## src/rtl/div_unit.sv

```systemverilog
// div_unit: signed 32/16 divider for the int16 inference datapath.
// Restoring division on magnitudes (32 iterations), then sign fix-up and
// quotient saturation to int16. Divide-by-zero bypasses the iteration loop.
module div_unit (
  input  logic        nvdla_core_clk,
  input  logic        nvdla_core_rstn,
  input  logic        in_valid,
  output logic        in_ready,
  input  logic [31:0] dividend,
  input  logic [15:0] divisor,
  output logic        out_valid,
  input  logic        out_ready,
  output logic [15:0] quotient,
  output logic [15:0] remainder,
  output logic        ovf,
  output logic        dz
);

  typedef enum logic [1:0] {
    ST_IDLE = 2'd0,
    ST_CALC = 2'd1,
    ST_SIGN = 2'd2,
    ST_DONE = 2'd3
  } state_t;

  // Magnitude of a 32-bit two's-complement value; -2^31 maps to 0x80000000.
  function automatic logic [31:0] abs32(input logic [31:0] v);
    return v[31] ? (~v + 32'd1) : v;
  endfunction

  // Magnitude of a 16-bit two's-complement value; -32768 maps to 0x8000.
  function automatic logic [15:0] abs16(input logic [15:0] v);
    return v[15] ? (~v + 16'd1) : v;
  endfunction

  // Two's-complement negation at 16 bits.
  function automatic logic [15:0] neg16(input logic [15:0] v);
    return ~v + 16'd1;
  endfunction

  state_t      state_r;
  state_t      state_s;
  logic [4:0]  iter_r;
  logic [31:0] dvd_r;      // dividend magnitude, shifts left; ends holding the quotient
  logic [15:0] dsr_r;      // divisor magnitude
  logic [16:0] rem_r;      // partial remainder, one spare bit for the trial subtract
  logic        sign_dvd_r;
  logic        sign_dsr_r;

  logic        accept_s;
  logic        div_zero_s;
  logic [16:0] rem_shift_s;
  logic        q_bit_s;
  logic [16:0] rem_next_s;
  logic        sign_q_s;
  logic [15:0] quot_sat_s;
  logic        ovf_s;
  logic [15:0] rem_sgn_s;

  assign accept_s   = in_valid & (state_r == ST_IDLE);
  assign div_zero_s = (divisor == 16'd0);

  // State register.
  always_ff @(posedge nvdla_core_clk or negedge nvdla_core_rstn) begin
    if (!nvdla_core_rstn) begin
      state_r <= ST_IDLE;
    end else begin
      state_r <= state_s;
    end
  end

  // Next-state decode.
  always_comb begin
    state_s = state_r;
    case (state_r)
      ST_IDLE: begin
        if (in_valid) begin
          if (div_zero_s) begin
            state_s = ST_DONE;
          end else begin
            state_s = ST_CALC;
          end
        end else begin
          state_s = ST_IDLE;
        end
      end
      ST_CALC: begin
        if (iter_r == 5'd31) begin
          state_s = ST_SIGN;
        end else begin
          state_s = ST_CALC;
        end
      end
      ST_SIGN: state_s = ST_DONE;
      ST_DONE: begin
        if (out_ready) begin
          state_s = ST_IDLE;
        end else begin
          state_s = ST_DONE;
        end
      end
      default: state_s = ST_IDLE;
    endcase
  end

  // One restoring-division step: shift in the next dividend bit, trial subtract.
  always_comb begin
    rem_shift_s = {rem_r[15:0], dvd_r[31]};
    q_bit_s     = (rem_shift_s >= {1'b0, dsr_r});
    if (q_bit_s) begin
      rem_next_s = rem_shift_s - {1'b0, dsr_r};
    end else begin
      rem_next_s = rem_shift_s;
    end
  end

  // Sign fix-up and int16 saturation of the finished quotient magnitude.
  always_comb begin
    sign_q_s   = sign_dvd_r ^ sign_dsr_r;
    quot_sat_s = 16'd0;
    ovf_s      = 1'b0;
    if (sign_q_s) begin
      if (dvd_r > 32'd32768) begin
        quot_sat_s = 16'h8000;
        ovf_s      = 1'b1;
      end else begin
        quot_sat_s = neg16(dvd_r[15:0]);
        ovf_s      = 1'b0;
      end
    end else begin
      if (dvd_r > 32'd32767) begin
        quot_sat_s = 16'h7FFF;
        ovf_s      = 1'b1;
      end else begin
        quot_sat_s = dvd_r[15:0];
        ovf_s      = 1'b0;
      end
    end
    if (sign_dvd_r) begin
      rem_sgn_s = neg16(rem_r[15:0]);
    end else begin
      rem_sgn_s = rem_r[15:0];
    end
  end

  // Datapath and registered outputs, sequenced by the FSM state.
  always_ff @(posedge nvdla_core_clk or negedge nvdla_core_rstn) begin
    if (!nvdla_core_rstn) begin
      iter_r     <= 5'd0;
      dvd_r      <= 32'd0;
      dsr_r      <= 16'd0;
      rem_r      <= 17'd0;
      sign_dvd_r <= 1'b0;
      sign_dsr_r <= 1'b0;
      in_ready   <= 1'b1;
      out_valid  <= 1'b0;
      quotient   <= 16'd0;
      remainder  <= 16'd0;
      ovf        <= 1'b0;
      dz         <= 1'b0;
    end else begin
      in_ready <= (state_s == ST_IDLE);
      case (state_r)
        ST_IDLE: begin
          if (accept_s) begin
            sign_dvd_r <= dividend[31];
            sign_dsr_r <= divisor[15];
            dvd_r      <= abs32(dividend);
            dsr_r      <= abs16(divisor);
            rem_r      <= 17'd0;
            iter_r     <= 5'd0;
            if (div_zero_s) begin
              out_valid <= 1'b1;
              dz        <= 1'b1;
              ovf       <= 1'b0;
              remainder <= 16'd0;
              quotient  <= dividend[31] ? 16'h8000 : 16'h7FFF;
            end
          end
        end
        ST_CALC: begin
          rem_r  <= rem_next_s;
          dvd_r  <= {dvd_r[30:0], q_bit_s};
          iter_r <= iter_r + 5'd1;
        end
        ST_SIGN: begin
          quotient  <= quot_sat_s;
          remainder <= rem_sgn_s;
          ovf       <= ovf_s;
          dz        <= 1'b0;
          out_valid <= 1'b1;
        end
        ST_DONE: begin
          if (out_ready) begin
            out_valid <= 1'b0;
          end
        end
        default: begin
          out_valid <= 1'b0;
        end
      endcase
    end
  end

endmodule

```

## config.mk

```make
export PLATFORM = sky130hd
export DESIGN_NAME = div_unit
export DESIGN_NICKNAME = d
export VERILOG_FILES = /design/src/rtl/div_unit.sv
export SDC_FILE = /design/constraint.sdc
export NUM_CORES = 1
export LEC_CHECK = 0
export ABC_AREA = 0
export CAP_MARGIN = 0
export CELL_PAD_IN_SITES_DETAIL_PLACEMENT = 2
export CELL_PAD_IN_SITES_GLOBAL_PLACEMENT = 2
export CORE_MARGIN = 5
export CORE_UTILIZATION = 42
export DETAILED_ROUTE_END_ITERATION = 12
export DONT_BUFFER_PORTS = 1
export GPL_ROUTABILITY_DRIVEN = 0
export PLACE_DENSITY_LB_ADDON = 0.3
export SLEW_MARGIN = 20
export SYNTH_ARGS = -nofsm -noshare
export SYNTH_HDL_FRONTEND = slang
export SYNTH_SLANG_ARGS = --single-unit
```

## constraint.sdc

```tcl
create_clock -name nvdla_core_clk -period 6.5 [get_ports nvdla_core_clk]
set_input_delay 1.625 -clock nvdla_core_clk [delete_from_list [all_inputs] [get_ports nvdla_core_clk]]
set_output_delay 1.625 -clock nvdla_core_clk [all_outputs]
set_load 0.02 [all_outputs]
```

==> results.py <==
metrics = {
    "status": {
        "status": "finished, final reports clean",
    },
    "power": {
        "pwr-share-clk": 0.128,
        "seq_power_share": 0.352,
        "switchingPower_uw": 2230,
        "power.share.switching": 0.4963,
        "p_leak_uw": 0.003140,
        "pwr-share-comb": 0.520,
        "power.internal_uw": 2263,
        "vdd_drop_max_mv": 0.1696,
        "power_density_nw_per_um2": 589.1,
    },
    "floorplan": {
        "io_pins": 88,
        "initial_core_util": 0.4312,
        "num_rows": 47,
        "die_area_sq_um": 19860,
        "die-width_um": 140.9,
        "die-height_um": 140.9,
        "core_area_sq_um": 16700,
    },
    "clocking": {
        "post_cts_buffers": 0,
        "cts_tree": "done",
        "clk_pin_slew_ps": 80,
        "clk_path_buf_depth": 2,
        "root_buffer": "clkbuf_16",
        "cts_resized": 0,
        "cts.sinks": 109,
        "clock_latency_ps": 360,
        "cts_buffers": 9,
        "hold_buffers": 0,
        "h-tree-depth": 3,
    },
    "setup_path": {
        "crit_arrival_ps": 4100,
        "cp_num_cells": 6,
        "crit_family": "simple AND/OR/NAND/NOR gates",
        "critical-path-slowest-cell": "or3_1",
        "rr_worst_depth": 10,
        "worstPathRequired_ps": 6700,
        "worst-path-max-fanout": 14,
        "start_kind": "primary input",
        "crit_type": "primary input to flip-flop",
        "path_buf_inv": 0,
        "worstPathCellList": "or4_1, nor4_4, a21oi_1, or3_1, a41oi_1, a211oi_1",
        "worst_path_largest_cell_delay_ps": 690,
        "end_kind": "flip-flop",
    },
    "finish": {
        "final_cells": 1023,
        "synthToLayoutAreaGrowth_pct": 5.943,
        "nNetsFinal": 873,
        "num_antenna_cells": 0,
        "drive_gt1_frac": 0.06849,
    },
    "timing": {
        "clock_skew_ps": 8.104,
        "report.final.slew_viol_count": 0,
        "fin_tns_setup_ps": 0,
        "setup_viol": 0,
        "finalCriticalPeriod_ps": 3895,
        "slew_headroom": 0.4105,
        "tightest_slew_ps": 884.3,
        "grt_setup_unrepaired": "false",
        "final_hold_viol_count": 0,
        "fmax_mhz": 256.7,
        "fin_crit_sh": 0.5992,
    },
    "grt": {
        "grt_max_degree": 110,
        "grt_use_total": 0.2328,
        "antenna_found_initial": 0,
        "grt_pass1_vias": 6837,
        "grt_pass1_wl_um": 37580,
        "overflow": 0,
    },
    "logic_synthesis": {
        "ys_seq_area_frac": 0.3790,
        "synth_nets": 904,
        "synth_ff_type": "dfrtp_1",
        "ys_warn_count": 0,
        "synthArstFlopShare": 1.000,
        "yosysUniqueCellTypes": 65,
        "syn_inst": 829,
        "syn_area_sq_um": 7201,
        "netlist.area_leader.share": 0.3753,
        "synthTopCellsByArea": "dfrtp_1, o21ai_0, xor2_1, nand2_1, ha_1",
        "synth_edf_count": 0,
        "ys_ff_latch": 109,
        "yosys.area.top_type": "dfrtp_1",
        "syn-mean-instance-area_sq_um": 8.686,
    },
    "drt": {
        "routed_via_density": 6.129,
        "ant_nets": 0,
        "routed_wl_um": 22840,
        "vias": 6270,
        "drtIter0Drc": 324,
        "wl_per_cell_um": 22.33,
        "drc_errors": 0,
        "first_pass_iters": 5,
    },
    "min_path": {
        "hold_path_class": "flip-flop to flip-flop",
        "holdPathStages": 2,
    },
    "placed_design": {
        "place_hpwl_um": 16700,
        "place_inst": 1007,
        "portBuffers": 0,
    },
    "run": {
        "drv_cap": 0,
    },
}
layer usage:
| metal | vias up | global-route usage | routed length, um |
|---|---|---|---|
| li1 | 2942 | - | - |
| met1 | 3172 | 0.3159 | 10510 |
| met2 | 136 | 0.3896 | 10870 |
| met3 | 20 | 0.03759 | 1153 |
| met4 | 0 | 0.05864 | 307 |
| met5 | - | 0 | 0 |
registers in the layout, summed over array words and instances, names as in the netlist, 2 cells and up:
register / cells
state_r: 2
quotient: 16
rem_r: 16
dvd_r: 32
iter_r: 5
dsr_r: 16
remainder: 16
cell families after synthesis:
logic type / after synthesis / synth area share
multiplexers: 14 / 0.01946
XOR/XNOR: 74 / 0.09001
AO/OA/AOI/OAI: 273 / 0.2467
buffers and inverters: 81 / 0.04518
flip-flops: 109 / 0.3790
adder cells (fa/ha/maj): 23 / 0.04101
AND/OR/NAND/NOR: 255 / 0.1786
power groups by stage:
stage | combinational, uW | clock (uW) | sequential (uW)
after floorplan | 1800 | 0 | 1390
final | 2340 | 573 | 1580
after CTS | 2340 | 587 | 1580
after global routing | 2620 | 616 | 1640
after detailed placement | 2300 | 0 | 1590
after global placement | 2130 | 0 | 1550
cells in the final DEF, fill, tap and decap left out, drive strengths merged, types with 3 or more instances in the layout:
cell type	count
nor4	12
nor4b	3
a21oi	36
and3	3
a2bb2oi	3
nand3b	6
nand2b	7
buf	5
o211ai	3
clkbuf	11
or4	12
xor2	52
a22oi	31
nor2b	8
or3	12
nor3	18
nand3	13
ha	22
nand2	99
nand4	7
dfrtp	108
o21ai	126
inv	34
xnor2	22
a211oi	13
o31ai	23
o41ai	9
mux2i	14
clkinv	4
a31oi	3
a21o	6
nor2	46
layout make-up:
| class | instances | area (sq um) |
|---|---|---|
| fillers | 1862 | 9072 |
| inverters | 34 | 127.6 |
| flip-flops and latches | 109 | 2729 |
| repair buffers | 5 | 37.54 |
| multi-input cells | 639 | 4159 |
| clock buffers | 11 | 242.7 |
| well taps | 220 | 275.3 |
| clock inverters | 5 | 57.56 |
worst paths after layout:
check / startpoint / endpoint / slack, ps
min in group asynchronous: nvdla_core_rstn / remainder[2] / 960
max in group asynchronous: nvdla_core_rstn / in_ready / 5260
min: dsr_r[12] / dsr_r[12] / 490
max: divisor[11] / quotient[14] / 2600
min reg2reg: dsr_r[12] / dsr_r[12] / 490
max reg2reg: dvd_r[31] / rem_r[14] / 3200
cells in the mapped netlist, drive strengths merged, types with 6 or more instances:
cell type,instances
nor2b,8
nand2b,7
o21ai,126
a211oi,13
a21oi,36
or4,12
nor2,46
a22oi,31
a21o,6
mux2i,14
clkbuf,37
ha,22
nand2,99
nor3,18
o31ai,23
inv,33
o41ai,9
nor4,12
dfrtp,108
nand3b,6
buf,10
xnor2,22
nand3,13
xor2,52
nand4,7
or3,12
metrics by stage:
stage | worst slack, ps | power, uW | instance area (sq um) | util | hold slack (ps)
3_3_place_gp | 2418 | 3683 | 7326 | 0.4386 | 467.7
6_report | 2605 | 4494 | 7629 | 0.4568 | 490.6
2_1_floorplan | 2889 | 3189 | 7201 | - | 449.4
3_5_place_dp | 2237 | 3884 | 7326 | 0.4386 | 474.6
5_1_grt | 2526 | 4874 | 7629 | 0.4568 | 521.7
4_1_cts | 2529 | 4509 | 7626 | 0.4566 | 491.3
tightest hold or removal path: cells and delay by family, from the launching register on:
kind,cells,cell delay [ps]
and+or+nand+nor,1,50
AOI/OAI and AO/OA,1,60
DFF,1,350
Note: power is estimated with default switching activity, not from simulation.
